==> src/rtl/mem_access.sv <==
// Memory-stage access unit: decodes load/store size and alignment, holds one request
// until the data memory acknowledges it, then forwards the result to MEM/WB.
module mem_access #(
  parameter int unsigned REG_NUM_BITWIDTH = 5,
  parameter int unsigned WORD_BITWIDTH    = 32
) (
  input  logic                        clk,
  input  logic                        rst,
  input  logic                        in_valid,
  input  logic                        memRead,
  input  logic                        memWrite,
  input  logic                        memToReg,
  input  logic                        regWrite,
  input  logic [2:0]                  funct3,
  input  logic [WORD_BITWIDTH-1:0]    ALUresult,
  input  logic [WORD_BITWIDTH-1:0]    storeData,
  input  logic [REG_NUM_BITWIDTH-1:0] regToWrite,
  output logic                        stall,
  output logic                        dmem_req,
  output logic                        dmem_we,
  output logic [WORD_BITWIDTH-1:0]    dmem_addr,
  output logic [WORD_BITWIDTH-1:0]    dmem_wdata,
  output logic [3:0]                  dmem_wstrb,
  input  logic                        dmem_ready,
  input  logic [WORD_BITWIDTH-1:0]    dmem_rdata,
  output logic                        mem_regWrite,
  output logic                        mem_memToReg,
  output logic [WORD_BITWIDTH-1:0]    mem_ALUresult,
  output logic [WORD_BITWIDTH-1:0]    mem_memReadData,
  output logic [REG_NUM_BITWIDTH-1:0] mem_regToWrite,
  output logic                        fault
);

  typedef enum logic {StIdle, StWait} state_e;

  state_e                      state_q;
  logic                        lat_read_q, lat_we_q, lat_regwrite_q, lat_memtoreg_q;
  logic [2:0]                  lat_f3_q;
  logic [1:0]                  lat_off_q;
  logic [WORD_BITWIDTH-1:0]    lat_alu_q, lat_wdata_q;
  logic [3:0]                  lat_wstrb_q;
  logic [REG_NUM_BITWIDTH-1:0] lat_rd_q;

  logic                        mem_regwrite_q, mem_memtoreg_q, fault_q;
  logic [WORD_BITWIDTH-1:0]    mem_alu_q, mem_rdata_q;
  logic [REG_NUM_BITWIDTH-1:0] mem_rd_q;

  logic                        legal;
  logic [1:0]                  off;
  logic [3:0]                  st_wstrb_d;
  logic [WORD_BITWIDTH-1:0]    st_wdata_d, ld_shift, ld_data_d;

  assign off = ALUresult[1:0];

  always_comb begin
    legal      = 1'b0;
    st_wstrb_d = 4'b0000;
    st_wdata_d = storeData;
    if (memRead ^ memWrite) begin
      case (funct3)
        3'b000:  legal = 1'b1;
        3'b001:  legal = ~off[0];
        3'b010:  legal = (off == 2'b00);
        3'b100:  legal = memRead;
        3'b101:  legal = memRead & ~off[0];
        default: legal = 1'b0;
      endcase
    end
    if (memWrite) begin
      case (funct3[1:0])
        2'b00: begin
          st_wstrb_d = 4'b0001 << off;
          st_wdata_d = {4{storeData[7:0]}};
        end
        2'b01: begin
          st_wstrb_d = 4'b0011 << off;
          st_wdata_d = {2{storeData[15:0]}};
        end
        default: st_wstrb_d = 4'b1111;
      endcase
    end
  end

  // Little-endian lane select: bring the addressed byte/half down to bit 0.
  assign ld_shift = dmem_rdata >> {lat_off_q, 3'b000};

  always_comb begin
    case (lat_f3_q)
      3'b000:  ld_data_d = {{24{ld_shift[7]}}, ld_shift[7:0]};
      3'b001:  ld_data_d = {{16{ld_shift[15]}}, ld_shift[15:0]};
      3'b100:  ld_data_d = {24'b0, ld_shift[7:0]};
      3'b101:  ld_data_d = {16'b0, ld_shift[15:0]};
      default: ld_data_d = ld_shift;
    endcase
  end

  always_ff @(posedge clk) begin
    if (!rst) begin
      state_q        <= StIdle;
      lat_read_q     <= 1'b0;
      lat_we_q       <= 1'b0;
      lat_regwrite_q <= 1'b0;
      lat_memtoreg_q <= 1'b0;
      lat_f3_q       <= '0;
      lat_off_q      <= '0;
      lat_alu_q      <= '0;
      lat_wdata_q    <= '0;
      lat_wstrb_q    <= '0;
      lat_rd_q       <= '0;
      mem_regwrite_q <= 1'b0;
      mem_memtoreg_q <= 1'b0;
      mem_alu_q      <= '0;
      mem_rdata_q    <= '0;
      mem_rd_q       <= '0;
      fault_q        <= 1'b0;
    end else begin
      // Bubble unless a branch below produces a result this edge.
      fault_q        <= 1'b0;
      mem_regwrite_q <= 1'b0;
      mem_memtoreg_q <= 1'b0;
      mem_alu_q      <= '0;
      mem_rdata_q    <= '0;
      mem_rd_q       <= '0;
      case (state_q)
        StIdle: begin
          if (in_valid) begin
            if (!memRead && !memWrite) begin
              mem_regwrite_q <= regWrite;
              mem_memtoreg_q <= memToReg;
              mem_alu_q      <= ALUresult;
              mem_rd_q       <= regToWrite;
            end else if (legal) begin
              state_q        <= StWait;
              lat_read_q     <= memRead;
              lat_we_q       <= memWrite;
              lat_regwrite_q <= regWrite;
              lat_memtoreg_q <= memToReg;
              lat_f3_q       <= funct3;
              lat_off_q      <= off;
              lat_alu_q      <= ALUresult;
              lat_wdata_q    <= st_wdata_d;
              lat_wstrb_q    <= st_wstrb_d;
              lat_rd_q       <= regToWrite;
            end else begin
              fault_q <= 1'b1;
            end
          end
        end
        StWait: begin
          if (dmem_ready) begin
            state_q        <= StIdle;
            mem_regwrite_q <= lat_regwrite_q;
            mem_memtoreg_q <= lat_memtoreg_q;
            mem_alu_q      <= lat_alu_q;
            mem_rd_q       <= lat_rd_q;
            mem_rdata_q    <= lat_read_q ? ld_data_d : '0;
          end
        end
        default: state_q <= StIdle;
      endcase
    end
  end

  assign stall           = (state_q == StWait);
  assign dmem_req        = (state_q == StWait);
  assign dmem_we         = (state_q == StWait) & lat_we_q;
  assign dmem_addr       = {lat_alu_q[WORD_BITWIDTH-1:2], 2'b00};
  assign dmem_wdata      = lat_wdata_q;
  assign dmem_wstrb      = lat_wstrb_q;
  assign mem_regWrite    = mem_regwrite_q;
  assign mem_memToReg    = mem_memtoreg_q;
  assign mem_ALUresult   = mem_alu_q;
  assign mem_memReadData = mem_rdata_q;
  assign mem_regToWrite  = mem_rd_q;
  assign fault           = fault_q;

endmodule

==> config.mk <==
export PLATFORM = sky130hd
export DESIGN_NAME = mem_access
export DESIGN_NICKNAME = d
export VERILOG_FILES = /design/src/rtl/mem_access.sv
export SDC_FILE = /design/constraint.sdc
export NUM_CORES = 1
export LEC_CHECK = 0
export BUFFER_PORTS_ARGS = -buffer_cell sky130_fd_sc_hd__buf_2
export CAP_MARGIN = 30
export CELL_PAD_IN_SITES_DETAIL_PLACEMENT = 0
export CELL_PAD_IN_SITES_GLOBAL_PLACEMENT = 1
export CORE_AREA = 2 2 118 166
export DETAILED_ROUTE_END_ITERATION = 8
export DIE_AREA = 0 0 120 168
export GPL_TIMING_DRIVEN = 0
export HOLD_SLACK_MARGIN = 0.08
export PLACE_DENSITY = 0.77
export SYNTH_ARGS = -nofsm -noshare
export SYNTH_HDL_FRONTEND = slang
export SYNTH_SLANG_ARGS = --single-unit
==> constraint.sdc <==
create_clock -name clk -period 1.89 [get_ports clk]
set_input_delay 0 -clock clk [delete_from_list [all_inputs] [get_ports clk]]
set_output_delay 0 -clock clk [all_outputs]
set_load 0.1 [all_outputs]
; Word level (Yosys, flattened, before mapping)
; Index checks and enable logic that the tools add are counted.
[totals]
register_bits = 155
latchBits = 0
mem_bits_rw = 0
rom_bits = 0
input_bits = 112
out_inout_bits = 143
wordCells = 75
memories = 0
[classes]
n_addsub = 0
mul = 0
div_mod_pow = 0
magnitude_cmp = 0
n_eq_ne = 8
n_shift = 3
mux = 29
bitwise_logic = 8
reduce_logical = 10
[ops]
columns = cell, n
row1 = $mux 32, 4
row2 = $pmux 32 s2, 2
row3 = $pmux 32 s4, 1
row4 = $shr 32x5->32, 1
row5 = $mux 5, 3
row6 = $eq 3x3->1 const B, 4
row7 = $mux 1, 12
row8 = $pmux 5 s2, 1
row9 = $pmux 4 s2, 1
row10 = $reduce_and 4->1, 2
row11 = $eq 3x1->1 const B, 2
row12 = $logic_not 3->1, 2
row13 = $pmux 1 s2, 3
row14 = $not 1->1, 5
row15 = $pmux 1 s5, 1
row16 = $logic_not 2->1, 2
row17 = $mux 4, 1
row18 = $reduce_or 4->1, 1
row19 = $shl 1x2->4 const A, 1
row20 = $shl 2x2->4 const A, 1
row21 = $eq 3x2->1 const B, 1
row22 = $and 1x1->1, 2
row23 = $eq 2x1->1 const B, 1
row24 = $logic_not 1->1, 2
row25 = other kinds (2), 2

; Logic depth before layout (Yosys ltp)
; Gate-level depths: netlist of the first run.
[logic_depth]
word_depth = 8
depth_mapped = 8
depth_no_buf = 5

; Least setup slack after synthesis of the first run
; OpenSTA, ideal clock, no wires.
[synth_path]
kind = register -> register
startpoint = reg state_q (netlist: dmem_req)
endpoint = reg mem_rdata_q[24] (netlist: mem_memReadData[24])
setup_time_ns = 0.059
arrival_ns = 2.312
required_ns = 1.831
setup_slack_ns = -0.481
stages_incl_launch_ff = 5
path_buffers = 0
period_less_slack_ns = 2.371
cell_sequence = dfxtp_1 nand4_4 or3_4 a2111oi_4 a21o_1
[synth_via]
elab_chain_cells = 1
[synth_rtl]
columns = item, line_no
row1 = from (decl), 36  ; state_e state_q;
row2 = from (signal assigned), 99  ; state_q <= StIdle;
row3 = from (signal assigned), 133  ; state_q <= StWait;
row4 = from (signal assigned), 151  ; state_q <= StIdle;
row5 = $reduce_and 4->1 (no source line), --
row6 = to (signal assigned), 156  ; mem_rdata_q <= lat_read_q ? ld_data_d : '0;
row7 = to (decl), 45  ; logic [WORD_BITWIDTH-1:0] mem_alu_q, mem_rdata_q;
; No other way between the ends.
; A chain may end at the register's enable or synchronous reset.

; Worst setup path after layout of the first run
[layout_path]
startpoint = reg lat_off_q[0]
endpoint = reg mem_rdata_q[7] (netlist: mem_memReadData[7])
[layout_via]
elab_chain_cells = 2
[layout_rtl]
columns = item, line_no
row1 = from (decl), 39  ; logic [1:0] lat_off_q;
row2 = from (signal assigned), 105  ; lat_off_q <= '0;
row3 = from (signal assigned), 139  ; lat_off_q <= off;
row4 = $shr 32x5->32, 85  ; assign ld_shift = dmem_rdata >> {lat_off_q, 3'b000};
row5 = $pmux 32 s4, 88  ; case (lat_f3_q)
; No other way between the ends.

==> summary.md, run 1 <==
| Metric | Value |
|---|---|
| P&R area growth vs syn | 49.57% |
| Worst Path Arrival | 2.06 ns |
| Reg2Reg Depth | 5 |
| Die footprint | ~0.020 mm2 |
| Crit Path Category | reg2reg |
| Drt pass-1 iters | 4 |
| Layout cells sized above 1 | 0.3204 |
| MaxCap Viol Count | 0 |
| All-Layer GR Usage | 0.2197 |
| Sequential share of the synthesized area | 0.4610 |
| LEAKAGE | around 4.6 nW |
| Relative slew slack | 0.5441 |
| Max-slew violations | 0 |
| I/O pin count | approximately 260 |
| Cells after DPL | 1,214 |
| Global route overflow | 0 |
| Max VDD drop | 526.4 uV |
| Syn_area_per_cell | ~9.3 um2 |
| Synth unique cells | 49 |
| Seq cells post-synth | between 150 and 200 |
| Clk pin slew, worst setup/hold paths | 0.06 ns |
| DRC | 0 |
| Gpl congestion | 0.8370 |
| Chip width | 120 um |
| Chip Height | around 170 um |
| Post-synth EDFFs | 0 |
| Hold Path Class | in2reg |
| Final Util | 0.5274 |
| Detail Route Antenna Nets | 0 |
| Worst Clk Skew | 0.008579 ns |
| Req. time, crit path | roughly 2.2 ns |
| FFs w/ async S/R, synth | 0 |
| Worst hold slack | 0.08342 ns |
| Synth Instances | just over 700 |
| Core Area | approximately 0.019 mm2 |
| CTS buffer count | 17 |
| # clock sinks | approximately 150 |
| DRT iter0 DRCs | 276 |
| Post-Syn Area | 0.006644 mm2 |
| Fin crit share | 0.9371 |
| Final count of hold timing violations | 0 |
| Via density | 4.820 |
| Final WL | roughly 22,000 um |
| Non-Filler Instances | 1,353 |
| WL per Instance | 16.56 um |
| Global-route wire length before repair | 34,760 um |
| Vias in the first global route | 6,603 |
| Port bufs | 250 |
| Leading area contributor after synthesis | dfxtp_1 |
| Status | finished, final reports clean |
| Hold Path Depth | 4 |
| Fmax | 0.5646 GHz |
| Setup Viol. Count Final | 0 |
| Antenna cells | 0 |
| Pwr/cell area | between 800 and 900 mW/mm2 |
| Initial antenna violation count | 0 |
| Nets | between 1,000 and 1,500 |
| Num rows | 60 |
| Post-DP HPWL | 16,140 um |
| Final setup TNS | 0 ns |
| DR vias | 6,522 |
| Critical Path End Type | register |
| Share of the synthesized area in the top cell type | 0.4610 |
| CTS tree | yes |
| Tmin final | roughly 1.8 ns |
| Crit Path Max Fanout | 8 |
| Worst slew pin tran | 0.6839 ns |
| Most common flop cell mapped by yosys | dfxtp_1 |
| Largest net degree at the start of global routing | 17 |
| Clk_lat worst skew | 0.42 ns |
| Largest cells by area after synthesis | dfxtp_1 46%, mux2i_1 11%, nand2_1 6.8% |
| Clock Tree Buf Depth | 2 |
| Total power | about 8 mW |
| Ys Warns | 0 |
| RSZ-0062 raised after global routing | true |
| CP startpoint kind | register |
| Clk root buf | clkbuf_16 |
| Initial Util | 0.3526 |
| CTS H-Tree Depth | 4 |
[report_power, final]
group,switching (mW),total [mW],internal (mW)
logic,0.909,1.38,0.475
clock network,1.37,3.32,1.95
registers,0.0390,3.33,3.29
[kinds of logic (layout without fill, tap and decap cells)]
| group | Yosys count | count (layout) | synth area share |
|---|---|---|---|
| buffers and inverters | 98 | 487 | 0.09039 |
| AND/OR/NAND/NOR | 236 | 236 | 0.1731 |
| other | 1 | 2 | 0.0005644 |
| multiplexers | 75 | 75 | 0.1134 |
| AO/OA/AOI/OAI | 151 | 151 | 0.1597 |
| adder cells (fa/ha/maj) | 1 | 1 | 0.001883 |
| flip-flops | 153 | 153 | 0.4610 |
[synth_stat cells (all sizes together) (2+ instances only)]
cell type	instances
a211oi	14
a21o	8
a21oi	17
a22oi	47
a32oi	8
and2	10
buf	56
clkbuf	37
dfxtp	153
inv	5
mux2	2
mux2i	73
nand2	120
nand2b	2
nand3	11
nand4	15
nor2	22
nor2b	48
nor3b	2
o211a	8
o211ai	2
o21ai	39
[what timing repair did]
item,in CTS,in global routing
setup buffers,1,1
pin swaps,1,1
setup endpoints to repair,27,92
gates cloned,0,0
gates resized for setup,3,16
hold endpoints to repair,150,0
hold buffers,108,0
[critical path, stage by stage (launching register included)]
cell and delay (ns):
dfxtp_1 0.30, buf_4 0.17, mux2_2 0.38, mux2i_1 0.18, dlygate4sd3_1 0.57, nor2_1 0.04
[per-layer routing]
layer / wire length, um / vias up / track usage
met5: 0 / - / 0
met4: 385 / 0 / 0.07673
met3: 1019 / 22 / 0.04370
met2: 12130 / 194 / 0.4153
met1: 8871 / 3104 / 0.2397
li1: - / 3202 / -
[cells in the final DEF (no fill, tap or decap), drive strengths merged, types with 2 or more instances in the layout]
master       netlist  final
a211oi            14     14
a21o               8      8
a21oi             17     17
a22oi             47     47
a32oi              8      8
and2              10     10
buf               56    307
clkbuf            37     57
clkinv             0      6
conb               1      2
dfxtp            153    153
dlygate4sd3        0    108
inv                5      7
mux2               2      2
mux2i             73     73
nand2            120    120
nand2b             2      2
nand3             11     11
nand4             15     15
nor2              22     22
nor2b             48     48
nor3b              2      2
o211a              8      8
o211ai             2      2
o21ai             39     39
[state kept, by name, summed over array words and instances (netlist names)]
signal and flops:
dmem_wdata 32, mem_ALUresult 32, mem_memReadData 32, lat_alu_q 31, lat_rd_q 5, mem_regToWrite 5
dmem_wstrb 4, lat_f3_q 3, dmem_req 1, fault 1, lat_memtoreg_q 1, lat_off_q 1
lat_read_q 1, lat_regwrite_q 1, lat_we_q 1, mem_memToReg 1, mem_regWrite 1
[area by class of cell]
class,instances,area (um2)
Clock inverter,10,92.59
Buffer,92,589.3
Multi-Input combinational cell,465,3022
Clock buffer,20,478.0
Inverter,5,18.77
Fill cell,1765,8906
Sequential cell,153,3067
Timing Repair Buffer,360,2360
Tap cell,248,310.3
[per-stage QoR]
stage,worst slack (ns),area [um2]
6_report,0.1189,9937
5_1_grt,-0.003557,9937
3_5_place_dp,-0.1602,8213
2_1_floorplan,0.1265,6651
3_3_place_gp,-0.1065,8213
4_1_cts,0.003986,9893
[path summary, 6_finish.rpt]
kind | startpoint | end | slack (ns)
worst max-delay path | lat_off_q[0] | mem_memReadData[7] | 0.12
worst min-delay path | dmem_rdata[3] | mem_memReadData[3] | 0.08
worst max register to register | lat_off_q[0] | mem_memReadData[7] | 0.12
worst min register to register | dmem_wdata[10] | dmem_wdata[10] | 0.45
Note: power is estimated with default switching activity, not from simulation.
==> run 2, diff against run 1 <==
CORE_AREA = 2 2 117 164   (was 2 2 118 166)
CTS_BUF_LIST = sky130_fd_sc_hd__clkbuf_2 sky130_fd_sc_hd__clkbuf_4 sky130_fd_sc_hd__clkbuf_8   (was default)
DIE_AREA = 0 0 119 166   (was 0 0 120 168)
PLACE_DENSITY = 0.79   (was 0.77)
==> summary.md, run 2 (synthesized netlist as in run 1, its figures left out) <==
| Metric | Value |
|---|---|
| Status | finished, final reports clean |
| Commonest cells after routing, fill and taps aside | 256 x buf_2, 152 x dfxtp_1, 120 x nand2_1 |
| DRC | 0 (unchanged) |
| Initial Util | 0.3614 (+0.008856) |
| Fin crit share | 0.9564 (+0.01929) |
| Commonest non-fill, non-tap cell in the layout | buf_2 |
| Post-DP HPWL | 15,840 um (-1.9%) |
| Global-route wire length before repair | 34,440 um (-0.91%) |
| Nets | 1,211 (+0.33%) |
| Via density | 4.818 (about the same) |
| Global route overflow | 0 (unchanged) |
| Pwr/cell area | 742.7 mW/mm2 (-8.1%) |
| Max-slew violations | 0 (unchanged) |
| Die footprint | 0.01975 mm2 (-2.0%) |
| Clk root buf | clkbuf_8 |
| CTS tree | yes |
| Gpl congestion | 0.8257 (-1.4%) |
| Worst slew pin tran | 0.6936 ns (+0.009706 ns) |
| Flop pwr share | 0.458 (+0.043) |
| Core Area | 0.01838 mm2 (-2.5%) |
| Num rows | 59 (-1.7%) |
| Req. time, crit path | 2.21 ns (+0.03 ns) |
| Chip width | 119 um (-0.83%) |
| Worst Path Arrival | 2.13 ns (+0.07 ns) |
| Cell internal pwr | 5.041 mW (-12%) |
| DR vias | 6,528 (+0.092%) |
| LEAKAGE | 4.551 nW (-1.5%) |
| Detail Route Antenna Nets | 0 (unchanged) |
| Setup Viol. Count Final | 0 (unchanged) |
| Final WL | 22,090 um (-1.4%) |
| Critical Path End Type | register |
| Final count of hold timing violations | 0 (unchanged) |
| P&R area growth vs syn | 47.38% |
| RSZ-0062 raised after global routing | false |
| Clk pwr share | 0.352 (-0.061) |
| Vias in the first global route | 6,410 (-2.9%) |
| MaxCap Viol Count | 0 (unchanged) |
| Chip Height | 166 um (-1.2%) |
| Clk pin slew, worst setup/hold paths | 0.08 ns (+0.02 ns) |
| Clk_lat worst skew | 0.45 ns (+0.03 ns) |
| I/O pin count | 255 (unchanged) |
| Tmin final | 1.808 ns (+0.03646 ns) |
| Net switching power | 2.232 mW (-3.6%) |
| Fmax | 0.5532 GHz (-2.0%) |
| CTS buffer count | 17 (unchanged) |
| Fill cell count | 1,742 (-1.3%) |
| Gate power share | 0.191 (+0.019) |
| # clock sinks | 153 (unchanged) |
| Largest net degree at the start of global routing | 17 (unchanged) |
| Switching Fraction | 0.3069 (+0.01871) |
| Initial antenna violation count | 0 (unchanged) |
| Hold Path Class | in2reg |
| Drt pass-1 iters | 5 (+1) |
| Crit Path Category | reg2reg |
| CP startpoint kind | register |
| Total power | 7.273 mW (-9.5%) |
| Max VDD drop | 420.8 uV (-20%) |
| DRT iter0 DRCs | 365 (+32%) |
| Relative slew slack | 0.5376 (-0.006471) |
| CTS H-Tree Depth | 4 (unchanged) |
| Layout cells sized above 1 | 0.3204 (about the same) |
| WL per Instance | 16.30 um (-1.6%) |
| Final setup TNS | 0 ns (unchanged) |
| Antenna cells | 0 (unchanged) |
| All-Layer GR Usage | 0.2197 (about the same) |
| Clock Tree Buf Depth | 2 (unchanged) |
| Crit Path Max Fanout | 8 (unchanged) |
| Port bufs | 250 (unchanged) |
| Worst Clk Skew | 0.008419 ns (-0.0001596 ns) |
[run 2: worst max-delay path, cell delays in order (launching register included)]
cell,delay (ns)
dfxtp_1,0.31
buf_4,0.17
mux2_2,0.39
mux2i_2,0.19
dlygate4sd3_1,0.59
nor2_1,0.04
[run 2: what timing repair did]
action | 4_1_cts | 5_1_grt
pin swaps | 1 | 1
endpoints found under the hold margin | 151 | 0
resized for setup | 2 | 13
endpoints found under the setup margin | 27 | 56
setup buffers | 1 | 1
hold buffers | 112 | 0
[run 2: metal layers]
metal  share of wire  GRT usage
met5               0          0
met4           0.013    0.06263
met3           0.049    0.04842
met2            0.53     0.4078
met1            0.41     0.2492
[run 2: final cells by class]
cell class	count	area (um2)	share of cell area
multi-input cells	465	3019	0.3083
clock buffers	21	276.5	0.02824
inverters	5	18.77	0.001917
repair buffers	364	2400	0.2451
flip-flops and latches	153	3067	0.3132
plain buffers	92	584.3	0.05967
well taps	244	305.3	0.03118
clock inverters	11	121.4	0.01239
[run 2: worst paths after layout]
kind,slack [ns],start,cells after the start,to
worst max-delay path,0.08,lat_off_q[0],5,mem_memReadData[7]
worst min-delay path,0.17,dmem_rdata[15],4,mem_memReadData[15]
worst max register to register,0.08,lat_off_q[0],5,mem_memReadData[7]
worst min register to register,0.45,dmem_wdata[9],2,dmem_wdata[9]
[run 2: metrics by stage]
| stage | setup slack [ns] | hold slack [ns] | cells | utilization | area (um2) |
|---|---|---|---|---|---|
| after floorplan | 0.1265 | 0.1104 | 716 | - | 6651 |
| after global placement | -0.08424 | 0.2353 | 1210 | 0.4465 | 8208 |
| after detailed placement | -0.1004 | 0.2380 | 1210 | 0.4465 | 8208 |
| after CTS | 0.01235 | 0.1413 | 1354 | 0.5305 | 9751 |
| after global routing | 0.009113 | 0.1627 | 1355 | 0.5327 | 9792 |
| final | 0.08245 | 0.1734 | 1355 | 0.5327 | 9792 |
[run 2: power groups by stage]
stage	Combinational [mW]	Sequential [mW]	Clock [mW]
floorplan	0.532	3.72	0
global placement	1.19	3.40	0
detailed placement	1.19	3.40	0
CTS	1.38	3.33	2.61
global route	1.47	3.34	2.75
finish	1.39	3.33	2.56
==> run 3, diff against run 2 <==
CORE_AREA = 2 2 118 166   (was 2 2 117 164)
CTS_BUF_LIST = default   (was sky130_fd_sc_hd__clkbuf_2 sky130_fd_sc_hd__clkbuf_4 sky130_fd_sc_hd__clkbuf_8)
CTS_CLUSTER_SIZE = 16   (was default)
DIE_AREA = 0 0 120 168   (was 0 0 119 166)
PLACE_DENSITY = 0.77   (was 0.79)
REMOVE_ABC_BUFFERS = 1   (was default)
==> summary.md, run 3 (synthesized netlist as in run 1, its figures left out) <==
| Metric | Value |
|---|---|
| Worst hold slack | 0.09836 ns (-0.07501 ns) |
| Worst Path Arrival | 2.08 ns (-0.05 ns) |
| Global-route wire length before repair | 32,740 um (-4.9%) |
| Nets | 1,158 (-4.4%) |
| Fin crit share | 0.9151 (-0.04124) |
| Via density | 4.864 (+0.97%) |
| Initial antenna violation count | 0 (unchanged) |
| Multi-input gate area | 0.003037 mm2 (+0.58%) |
| Clk pin slew, worst setup/hold paths | 0.07 ns (about the same) |
| CP Cell Sequence | dlygate4sd3_1 -> buf_2 -> o41ai_2 -> o2111a_1 -> and2_4 -> buf_16 -> mux2i_1 |
| Worst path bufs/invs | 3 (+1) |
| Layout cells sized above 1 | 0.3138 (-0.006632) |
| Antenna cells | 0 (unchanged) |
| Chip Height | 168 um (+1.2%) |
| Gpl congestion | 0.7549 (-8.6%) |
| Clk root buf | clkbuf_16 |
| Flop2flop setup slack | 0.16 ns (+0.08 ns) |
| Tmin final | 1.730 ns (-0.07794 ns) |
| DR vias | 6,353 (-2.7%) |
| Clk_lat worst skew | 0.42 ns (-0.03 ns) |
| DRC | 0 (unchanged) |
| CTS buffer count | 17 (unchanged) |
| Largest net degree at the start of global routing | 88 (+71) |
| Crit Path Max Fanout | 55 (+47) |
| Hold Path Depth | 4 (unchanged) |
| Req. time, crit path | 2.24 ns (+0.03 ns) |
| Chip width | 120 um (+0.84%) |
| Worst reg2reg startpoint | lat_off_q[0] |
| Num rows | 60 (+1.7%) |
| Commonest non-fill, non-tap cell in the layout | buf_2 |
| R2R Path End | mem_memReadData[22] |
| CTS tree | yes |
| MaxCap Viol Count | 0 (unchanged) |
| Reg area | 0.003068 mm2 (about the same) |
| P&R area growth vs syn | 47.68% |
| Post-DP HPWL | 12,990 um (-18%) |
| Critical Path End Type | register |
| Worst slew pin tran | 0.8991 ns (+0.2056 ns) |
| Reg2Reg Depth | 5 (unchanged) |
| Final WL | 21,120 um (-4.4%) |
| WL per Instance | 16.17 um (-0.78%) |
| Drt pass-1 iters | 5 (unchanged) |
| Worst Clk Skew | 0.007650 ns (-0.0007685 ns) |
| Relative slew slack | 0.3986 (-0.1390) |
| Slowest cell on crit path | dlygate4sd3_1 |
| Port bufs | 252 (+0.80%) |
| Hold Path Class | in2reg |
| Final setup TNS | 0 ns (unchanged) |
| Crit Path Category | in2reg |
| Global route overflow | 0 (unchanged) |
| Max-slew violations | 0 (unchanged) |
| Fmax | 0.5782 GHz (+4.5%) |
| Initial Util | 0.3526 (-0.008856) |
| Hold Crit Endpoint | mem_memReadData[6] |
| Pwr/cell area | 803.5 mW/mm2 (+8.2%) |
| Die footprint | 0.02016 mm2 (+2.1%) |
| I/O pin count | 255 (unchanged) |
| DRT iter0 DRCs | 356 (-2.5%) |
| Worst stage delay on the critical path | 0.55 ns (-0.04 ns) |
| Hold Startpoint | dmem_rdata[6] |
| Final count of hold timing violations | 0 (unchanged) |
| Status | finished, final reports clean |
| CP startpoint kind | input pin |
| Setup Viol. Count Final | 0 (unchanged) |
| LEAKAGE | 4.469 nW (-1.8%) |
| Commonest cells after routing, fill and taps aside | 251 x buf_2, 151 x dfxtp_1, 121 x dlygate4sd3_1 |
| Core Area | 0.01884 mm2 (+2.5%) |
| Fill cell count | 1,749 (+0.40%) |
| Vias in the first global route | 6,291 (-1.9%) |
| Max VDD drop | 508.0 uV (+21%) |
| Clock Tree Buf Depth | 2 (unchanged) |
| CTS H-Tree Depth | 4 (unchanged) |
| Crit path max-delay family | buffers and inverters |
| RSZ-0062 raised after global routing | false |
| All-Layer GR Usage | 0.2053 (-0.01447) |
| Detail Route Antenna Nets | 0 (unchanged) |
| # clock sinks | 153 (unchanged) |
[run 3: cell types whose count changed in the layout (fill, tap and decap cells not counted), moves of 5 or more]
cell           delta
buf_1             -5
clkbuf_8         -19
dlygate4sd3_1     +9
clkbuf_1         -32
buf_2             -5
buf_4            -20
clkbuf_16        +17
[run 3: routing by layer]
metal / track usage / wire, um
met3: 0.05623 / 1291
met5: 0 / 0
met2: 0.3762 / 11050
met4: 0.08031 / 528
met1: 0.2210 / 8255
[run 3: worst max path at each step]
| stage | end | slack, ns | start | cells past startpoint |
|---|---|---|---|---|
| after floorplan | dmem_wdata[24] | -1.45 | dmem_req | 3 |
| after global placement | mem_memReadData[24] | -2.12 | rst | 5 |
| after detailed placement | mem_memReadData[30] | -0.59 | rst | 6 |
| after CTS | dmem_wdata[1] | 0.005 | funct3[1] | 7 |
| after global routing | dmem_wdata[8] | 0.04 | funct3[1] | 6 |
| final | lat_alu_q[11] | 0.16 | funct3[1] | 7 |
[run 3: power by group]
group	total, mW	switching, mW	internal, mW
Combinational	1.37	0.887	0.482
Sequential	3.33	0.0401	3.29
Clock	3.18	1.48	1.71
[run 3: stage by stage]
step                      setup WS, ns  area, um2  power [mW]  utilization  instances
final                           0.1604       9812       7.884       0.5207       1306
after global routing           0.03673       9812       8.171       0.5207       1306
after CTS                     0.004689       9682       7.955       0.5138       1292
after detailed placement       -0.5874       7834       4.538       0.4157       1131
after global placement          -2.117       7637       4.502       0.4053       1123
after floorplan                 -1.452       6066       4.139            -        623
[run 3: timing repair]
action | in CTS | in global routing
resized for setup | 4 | 5
setup buffers | 6 | 14
cloned | 1 | 0
pin swaps | 3 | 0
endpoints found under the hold margin | 151 | 0
setup endpoints to repair | 79 | 72
hold buffers | 122 | 0
[run 3: worst reg2reg max path, stage by stage (launching register included)]
cell and delay [ns]:
dfxtp_4 0.47, mux2_2 0.41, nor3b_2 0.27, a2111o_1 0.19, buf_4 0.16, o21ai_0 0.10
[run 3: area by class of cell]
| class | count | share of cell area |
|---|---|---|
| Sequential cell | 153 | 0.3127 |
| Multi-Input combinational cell | 466 | 0.3095 |
| Timing Repair Buffer | 402 | 0.2891 |
| Clock buffer | 18 | 0.04374 |
| Tap cell | 248 | 0.03162 |
| Clock inverter | 14 | 0.01148 |
| Inverter | 5 | 0.001913 |
